<file path="src/rtl/onehot_regfile_pkg.sv">
// Shared constants and types for the one-hot register file slice.
// Entry count is tied to the upstream 4-to-16 decoder width.
package regfile_pkg;

  localparam int NREGS  = 16;
  localparam int IDX_W  = 4;
  localparam int DATA_W = 16;

  localparam logic ST_IDLE  = 1'b0;
  localparam logic ST_CLEAR = 1'b1;

  // Resolved write port select: user write or clear-sweep write.
  typedef struct packed {
    logic             en;
    logic [IDX_W-1:0] addr;
  } wr_sel_t;

endpackage

</file>
<file path="src/rtl/onehot_check.sv">
// Classifies a decoder enable vector as none / exactly-one / multi-hot
// and encodes the index of the single set bit.
module onehot_check
  import regfile_pkg::*;
(
  input  logic [NREGS-1:0] we_onehot,
  output logic             valid_one,
  output logic             multi,
  output logic [IDX_W-1:0] idx
);

  logic any_set;
  logic pow2;

  assign any_set = (we_onehot != '0);
  // Clearing the lowest set bit leaves zero only for a single-bit vector.
  assign pow2    = ((we_onehot & (we_onehot - NREGS'(1))) == '0);

  assign valid_one = any_set && pow2;
  assign multi     = any_set && !pow2;

  always_comb begin
    idx = '0;
    for (int i = 0; i < NREGS; i++) begin
      if (we_onehot[i]) idx = idx | IDX_W'(i);
    end
  end

endmodule

</file>
<file path="src/rtl/onehot_regfile.sv">
// 16-entry register file written by a one-hot enable, with two registered
// write-first read ports and a one-entry-per-cycle clear sweep.
module onehot_regfile #(
  parameter int DATA_W = 16,
  parameter int NREGS  = 16
) (
  input  logic              clk,
  input  logic              reset,
  input  logic [15:0]       we_onehot,
  input  logic [DATA_W-1:0] w_data,
  input  logic [3:0]        r_addr_a,
  input  logic [3:0]        r_addr_b,
  output logic [DATA_W-1:0] r_data_a,
  output logic [DATA_W-1:0] r_data_b,
  input  logic              clr_req,
  output logic              busy,
  output logic              err_multi,
  output logic              err_drop
);

  import regfile_pkg::IDX_W;
  import regfile_pkg::ST_IDLE;
  import regfile_pkg::ST_CLEAR;
  import regfile_pkg::wr_sel_t;

  logic                           st;
  logic [IDX_W-1:0]               cidx;
  logic [NREGS-1:0][DATA_W-1:0]   mem;

  logic                           oh_valid;
  logic                           oh_multi;
  logic [IDX_W-1:0]               oh_idx;

  logic                           user_wr;
  logic                           clr_wr;
  wr_sel_t                        wr;
  logic [DATA_W-1:0]              wr_data;

  onehot_check u_check (
    .we_onehot (we_onehot),
    .valid_one (oh_valid),
    .multi     (oh_multi),
    .idx       (oh_idx)
  );

  // User writes only land while idle; the sweep owns the write port otherwise.
  assign user_wr = oh_valid && (st == ST_IDLE);
  assign clr_wr  = (st == ST_CLEAR);

  always_comb begin
    wr.en   = user_wr || clr_wr;
    wr.addr = clr_wr ? cidx : oh_idx;
    wr_data = clr_wr ? '0 : w_data;
  end

  always_ff @(posedge clk) begin
    if (reset) begin
      mem <= '0;
    end else begin
      for (int i = 0; i < NREGS; i++) begin
        if (wr.en && (wr.addr == IDX_W'(i))) mem[i] <= wr_data;
      end
    end
  end

  // Write-first: a write committing on the same edge is forwarded to the port.
  always_ff @(posedge clk) begin
    if (reset) begin
      r_data_a <= '0;
      r_data_b <= '0;
    end else begin
      r_data_a <= (wr.en && (wr.addr == r_addr_a)) ? wr_data : mem[r_addr_a];
      r_data_b <= (wr.en && (wr.addr == r_addr_b)) ? wr_data : mem[r_addr_b];
    end
  end

  always_ff @(posedge clk) begin
    if (reset) begin
      st   <= ST_IDLE;
      cidx <= '0;
    end else begin
      case (st)
        ST_IDLE: begin
          if (clr_req) begin
            st   <= ST_CLEAR;
            cidx <= '0;
          end
        end
        default: begin
          cidx <= cidx + IDX_W'(1);
          if (cidx == IDX_W'(NREGS - 1)) st <= ST_IDLE;
        end
      endcase
    end
  end

  assign busy = (st == ST_CLEAR);

  always_ff @(posedge clk) begin
    if (reset) begin
      err_multi <= 1'b0;
      err_drop  <= 1'b0;
    end else begin
      if (oh_multi) err_multi <= 1'b1;
      if (oh_valid && (st == ST_CLEAR)) err_drop <= 1'b1;
    end
  end

endmodule

</file>
<file path="config.mk">
export PLATFORM = sky130hd
export DESIGN_NAME = onehot_regfile
export DESIGN_NICKNAME = d
export VERILOG_FILES = /design/src/rtl/onehot_regfile_pkg.sv /design/src/rtl/onehot_check.sv /design/src/rtl/onehot_regfile.sv
export SDC_FILE = /design/constraint.sdc
export NUM_CORES = 1
export LEC_CHECK = 0
export CORE_ASPECT_RATIO = 0.7
export CORE_UTILIZATION = 45
export CTS_CLUSTER_SIZE = 40
export DETAILED_ROUTE_END_ITERATION = 8
export SLEW_MARGIN = 5
export SYNTH_ARGS = -nofsm -noshare
export SYNTH_HDL_FRONTEND = slang
export SYNTH_SLANG_ARGS = --single-unit
</file>
<file path="constraint.sdc">
create_clock -name clk -period 4.6 [get_ports clk]
set_input_delay 1.38 -clock clk [delete_from_list [all_inputs] [get_ports clk]]
set_output_delay 1.38 -clock clk [all_outputs]
set_load 0.01 [all_outputs]
</file>
Yosys cells after proc, flatten, opt, wreduce, memory -nomap -nowiden
Index checks and enable logic that the tools add are counted.
{"block": "totals", "regBits": 295, "romBits": 0, "ram_bits": 0, "out_inout_bits": 35, "mem_count": 0, "word_cells": 102, "latchBits": 0}
{"block": "op_classes", "n_mux": 28, "bitwise": 2, "reduce_logical": 28, "eq_ne": 18, "mul": 0, "magnitude_cmp": 2, "div_mod_pow": 0, "add_sub_neg": 2, "n_shift": 0}
{"op": "binary-select mux 16 bit (select 4 bit)", "n": 2}
{"op": "2-to-1 mux 16 bit", "n": 5}
{"op": "2-to-1 mux 4 bit", "n": 11}
{"op": "== test 4 bit, second input constant", "n": 9}
{"op": "logical AND 1 bit", "n": 22}
{"op": "bitwise AND 16 bit", "n": 1}
{"op": "== test 4 x 3 -> 1 bit, second input constant", "n": 4}
{"op": "zero test 16 bit", "n": 1}
{"op": "nonzero test 16 bit", "n": 1}
{"op": "subtractor 16 x 1 -> 16 bit, second input constant", "n": 1}
{"op": "2-to-1 mux 3 bit", "n": 4}
{"op": "< comparator 4 x 5 -> 1 bit, second input constant", "n": 2}
{"op": "== test 4 x 2 -> 1 bit, second input constant", "n": 2}
{"op": "== test 4 bit", "n": 2}
{"op": "adder 4 x 1 -> 4 bit, second input constant", "n": 1}
{"op": "== test 4 x 1 -> 1 bit, second input constant", "n": 1}
{"op": "zero test 4 bit", "n": 1}
{"op": "2-to-1 mux 1 bit", "n": 4}
{"op": "2-to-1 mux 2 bit", "n": 2}
{"op": "nonzero test 2 bit", "n": 1}
{"op": "zero test 1 bit", "n": 1}
{"op": "logical OR 1 bit", "n": 1}
{"op": "NOT 1 bit", "n": 1}

Depth between registers and ports, before layout
{"block": "depth", "ltp_word": 19, "depth_mapped": 12, "ltp_nobuf": 7}

Modules after synthesis
Synthesis repeated with hierarchy kept, for this count alone.
{"block": "unflattened", "hier_cells": 1379, "area_unflattened_um2": 15287.2}
{"mod": "onehot_regfile", "seq_area_each_um2": 5905.7, "area_each_um2": 15011.9, "n_inst": 1, "cells_each": 1338}
{"mod": "onehot_check", "seq_area_each_um2": 0.0, "area_each_um2": 275.3, "n_inst": 1, "cells_each": 41}

Worst setup path after synthesis
No wires, ideal clock.
{"block": "synth_path", "path_kind": "input to register", "start": "in we_onehot[1]", "end": "reg mem[133] (netlist bit)", "path_slack_ns": 0.645, "t_arrival_ns": 3.837, "setup_ns": 0.117, "stages": 10, "cell_sequence": "or4_1 -> clkbuf_1 -> or3_4 -> a211o_1 -> a21oi_4 -> and2_1 -> buf_4 -> o311ai_4 -> buf_2 -> a32o_1"}
{"block": "synth_via", "elab_chain_len": 18, "elab_cells_between_ends": 25, "classes_between": "1 x add/sub; 1 x eq/ne; 16 x mux; 1 x bitwise; 6 x reduce/logical"}
{"item": "start, declared", "line": "onehot_regfile.sv:9", "source": "input logic [15:0] we_onehot,"}
{"item": "2-to-1 mux 1 bit", "line": "onehot_check.sv:25", "source": "if (we_onehot[i]) idx = idx | IDX_W'(i);"}
{"item": "2-to-1 mux 2 bit (2 in series)", "line": "onehot_check.sv:25"}
{"item": "2-to-1 mux 3 bit (4 in series)", "line": "onehot_check.sv:25"}
{"item": "2-to-1 mux 4 bit (8 in series)", "line": "onehot_check.sv:25"}
{"item": "2-to-1 mux 4 bit", "line": "onehot_regfile.sv:52", "source": "wr.addr = clr_wr ? cidx : oh_idx;"}
{"item": "== test 4 bit", "line": "onehot_regfile.sv:61", "source": "if (wr.en && (wr.addr == IDX_W'(i))) mem[i] <= wr_data;"}
{"item": "logical AND 1 bit (*)", "line": "onehot_regfile.sv:61"}
{"item": "end signal, assigned by index", "line": "onehot_regfile.sv:61"}
{"item": "end, declared", "line": "onehot_regfile.sv:28", "source": "logic [NREGS-1:0][DATA_W-1:0] mem;"}
Every way passes the cells marked *; elsewhere a longest branch is shown, timed or not.
A chain may end at the register's enable or synchronous reset.

Worst setup path after layout
{"block": "layout_path", "start": "in we_onehot[0]", "end": "reg mem[182] (netlist bit)"}
{"block": "layout_via", "elab_chain_len": 7, "elab_cells_between_ends": 8, "classes_between": "1 x add/sub; 1 x bitwise; 6 x reduce/logical"}
{"item": "subtractor 16 x 1 -> 16 bit", "line": "onehot_check.sv:17", "source": "assign pow2 = ((we_onehot & (we_onehot - NREGS'(1))) == '0);"}
{"item": "bitwise AND 16 bit", "line": "onehot_check.sv:17"}
{"item": "zero test 16 bit", "line": "onehot_check.sv:17"}
{"item": "logical AND 1 bit (*)", "line": "onehot_check.sv:19", "source": "assign valid_one = any_set && pow2;"}
{"item": "logical AND 1 bit (*)", "line": "onehot_regfile.sv:47", "source": "assign user_wr = oh_valid && (st == ST_IDLE);"}
{"item": "logical OR 1 bit (*)", "line": "onehot_regfile.sv:51", "source": "wr.en = user_wr || clr_wr;"}
{"item": "logical AND 1 bit (*)", "line": "onehot_regfile.sv:61"}
Marks and branches as above.

==> summary.txt <==
Outcome
  • Outcome: finished, final reports clean

Synth
  • FF+latch count, synth: 295
  • Post-Synthesis Cells: 1376
  • Syn_area_per_cell: 10.41 µm²
  • Largest area contributor in the netlist: dfxtp_1
  • Seq/Total Area, Yosys: 41.22%
  • Post-Synth Simple-Gate Area: 10.06%
  • Prevailing post-synth register cell: dfxtp_1
  • Mux cell area share after synthesis: 20.12%
  • Compound-Gate Fraction of Synth Area: 23.69%
  • XOR/XNOR Fraction of Synth Area: 0%
  • Asr flop ratio synth: 0%
  • Number of distinct library cells after synthesis: 55
  • Main combinational cell family by area after synthesis: compound AO/OA/AOI/OAI gates
  • YS warnings: 0
  • Adder-cell share of the synthesized area: 0.1572%
  • Post-Syn Area: 14330 µm²
  • Post-synth EDFFs: 0
  • Synth Net Count: 1420
  • Top-area cell type share of the netlist area: 41.22%
  • Synth top area cells: dfxtp_1 (41%), mux4_2 (20%), nand2_1 (5.2%)

Layout
  • Syn-to-layout area delta: 18.10%
  • Diode count: 0
  • Final nets: 1473
  • Layout cell share with drive strength beyond 1: 20.40%
  • Final non-filler cell area: 16920 µm²

STA
  • Setup Skew: 16.10 ps
  • Final hold vios: 0
  • Final Max Tran Viols: 0
  • Setup tns final: 0 ps
  • Endpoints failing setup: 0
  • Measured slew at the worst slew-check pin: 971.0 ps
  • RSZ-0062 raised after global routing: false
  • Final period util: 87.47%
  • Period minus WS final: 4024 ps
  • FMAX: 0.2485 GHz
  • Normalized max-slew margin: 34.72%

Global routing
  • Largest net degree at the start of global routing: 49
  • Vias in the first global route: 11291
  • Global-route wire length before repair: 73170 µm
  • Number of antenna violations at the first check in global routing: 0
  • Overall routing resource usage: 29.83%
  • Gr ovfl total: 0

Routing
  • WL/cell: 25.92 µm
  • Routed vias/inst: 6.513
  • Residual DRC: 0
  • WL final: 48500 µm
  • Via count: 12186
  • 1st-iter DRT viols: 1376
  • Routed Antenna Nets: 0
  • First-pass detailed-route iteration total: 7

Clock tree
  • Worst skew pair latency: 580 ps
  • Cts hold-fix bufs: 0
  • Clk buf depth: 3
  • CTS Sinks: 295
  • Post-CTS Setup Repair Bufs: 0
  • Clock transition at path regs: 60 ps
  • H-tree depth: 1
  • Clk root buf: clkbuf_16
  • CTS Buf Count: 30
  • CTS resizes: 0
  • CTS tree: done

Worst hold path
  • Worst hold path class: register to register
  • Hold_sp: mem[179]

Critical path
  • CP cell instances: clkdlybuf4s50_1 > or4_1 > or3_4 > a211o_1 > a21oi_4 > and3_1 > o21ai_1 > buf_12 > o2bb2ai_1
  • CP arrival: 4460 ps
  • R2r startpoint: busy
  • Critical path launch point type: primary input
  • CP peak stage delay: 590 ps
  • Largest fanout on the critical path: 15
  • Worst Setup SP: we_onehot[0]
  • Critical path type: primary input to register
  • Critical-path top delay cell: or4_1
  • CP required: 5040 ps
  • Critical path endpoint category: register

Placement
  • GPL Wtd Cong: 0.9459
  • Post-DP HPWL: 32130 µm
  • Post-Place Cell Area: 15850 µm²
  • Port bufs: 77

Power and ir drop
  • Clock share of power: 46.6%
  • Sw Pwr: 0.001400 W
  • Leakage: 5.800 nW
  • Peak supply drop: 0.2918 mV
  • Reg power frac: 45.0%
  • Comb pwr share: 8.3%
  • Pwr dens: 336.4 nW/µm²
  • P_int: 0.004291 W
  • Sw Share: 24.61%

Floorplan
  • Die area: 32560 µm²
  • Initial Util: 45.90%
  • Die Wd: 215.3 µm
  • IO Count: 78
  • Die height: 151.3 µm
  • Std cell rows: 54
  • Area of the core: 31210 µm²

Flow run
  • Max Cap Violations: 0
-- sequential cells by signal, indices dropped and copies added (netlist names) --
signal / flops
r_data_b: 16
err_multi: 1
err_drop: 1
busy: 1
r_data_a: 16
mem: 256
cidx: 4
-- metrics by stage --
stage | worst slack [ps] | utilization, % | cells | hold slack, ps | power [W]
after floorplan | 645.5 | - | 1376 | 443.4 | 0.002877
after global placement | 71.29 | 50.78 | 1817 | 452.1 | 0.003088
after detailed placement | 50.63 | 50.78 | 1817 | 460.5 | 0.003086
after CTS | 629.6 | 54.20 | 1871 | 479.4 | 0.005705
after global routing | 504.7 | 54.20 | 1871 | 492.4 | 0.005844
final | 576.3 | 54.20 | 1871 | 480.0 | 0.005691
-- critical path: cells and delay by family --
family	cells	cell delay, ps
AOI/OAI and AO/OA	4	920
and+or+nand+nor	3	1450
buffers and inverters	2	690
-- cell usage after synthesis, drive strengths merged, types with 2 or more instances --
library cell,instances
buf,57
dfxtp,295
nand4,4
nand3,52
or2,2
and2,4
or3,2
and3,3
o22ai,38
a211o,2
or4,8
o311ai,5
o31ai,47
clkbuf,91
a211oi,4
nand2b,3
a21oi,75
nor2b,2
o2bb2ai,76
a22o,71
o211ai,49
o21ai,62
mux4,128
nand2,201
a2bb2oi,3
a32o,16
nor2,33
a22oi,2
nor4,6
a31oi,2
o32ai,2
clkinv,2
o22a,2
nor3,11
inv,9
-- cells in the final DEF, fill, tap and decap left out, types with 6 or more instances in the layout --
master and count:
nand2_1 198, a32o_1 16, o31ai_1 47, clkinv_2 7
nor4_1 6, a21oi_1 73, nand3_1 51, dfxtp_1 295
nor3_1 11, a22o_1 71, mux4_2 128, clkdlybuf4s50_1 73
buf_4 82, o22ai_1 38, inv_1 9, o2bb2ai_1 76
nor2_1 31, o211ai_1 49, clkbuf_16 31, buf_12 14
or4_1 8, clkbuf_8 8, o21ai_0 56
-- cells by family after synthesis --
family | Yosys count
mux | 128
buf+inv | 159
flops | 295
compound gates | 460
fa+ha+maj | 2
simple gates | 332
-- power groups by stage --
stage	combinational [W]	clock (W)	sequential [W]
2_1_floorplan	0.000262	0	0.00261
3_3_place_gp	0.000468	0	0.00262
3_5_place_dp	0.000466	0	0.00262
4_1_cts	0.000468	0.00267	0.00256
5_1_grt	0.000493	0.00279	0.00256
6_report	0.000475	0.00265	0.00256
-- layout make-up --
type | instances | area (µm²)
multi-input combinational | 922 | 7752
clock buffer | 40 | 889.6
fill | 2806 | 14300
inverter | 11 | 41.29
clock inverter | 14 | 178.9
tap | 420 | 525.5
sequential | 295 | 5906
timing repair buffer | 169 | 1627
-- worst paths after layout --
path                  endpoint  slack (ps)  cells past startpoint
setup reg to reg  r_data_b[13]        1290                      7
hold reg to reg       mem[179]         480                      1
hold / removal        mem[179]         480                      1
setup / recovery      mem[182]         580                      9
-- per-layer routing --
layer | vias up | GRT usage, % | part of all wire (%)
li1 | 5458 | - | -
met1 | 5977 | 46.44 | 46
met2 | 693 | 39.24 | 39
met3 | 58 | 9.618 | 13
met4 | 0 | 5.993 | 1.6
met5 | - | 0 | 0
Power figures use the tool's default switching activity.
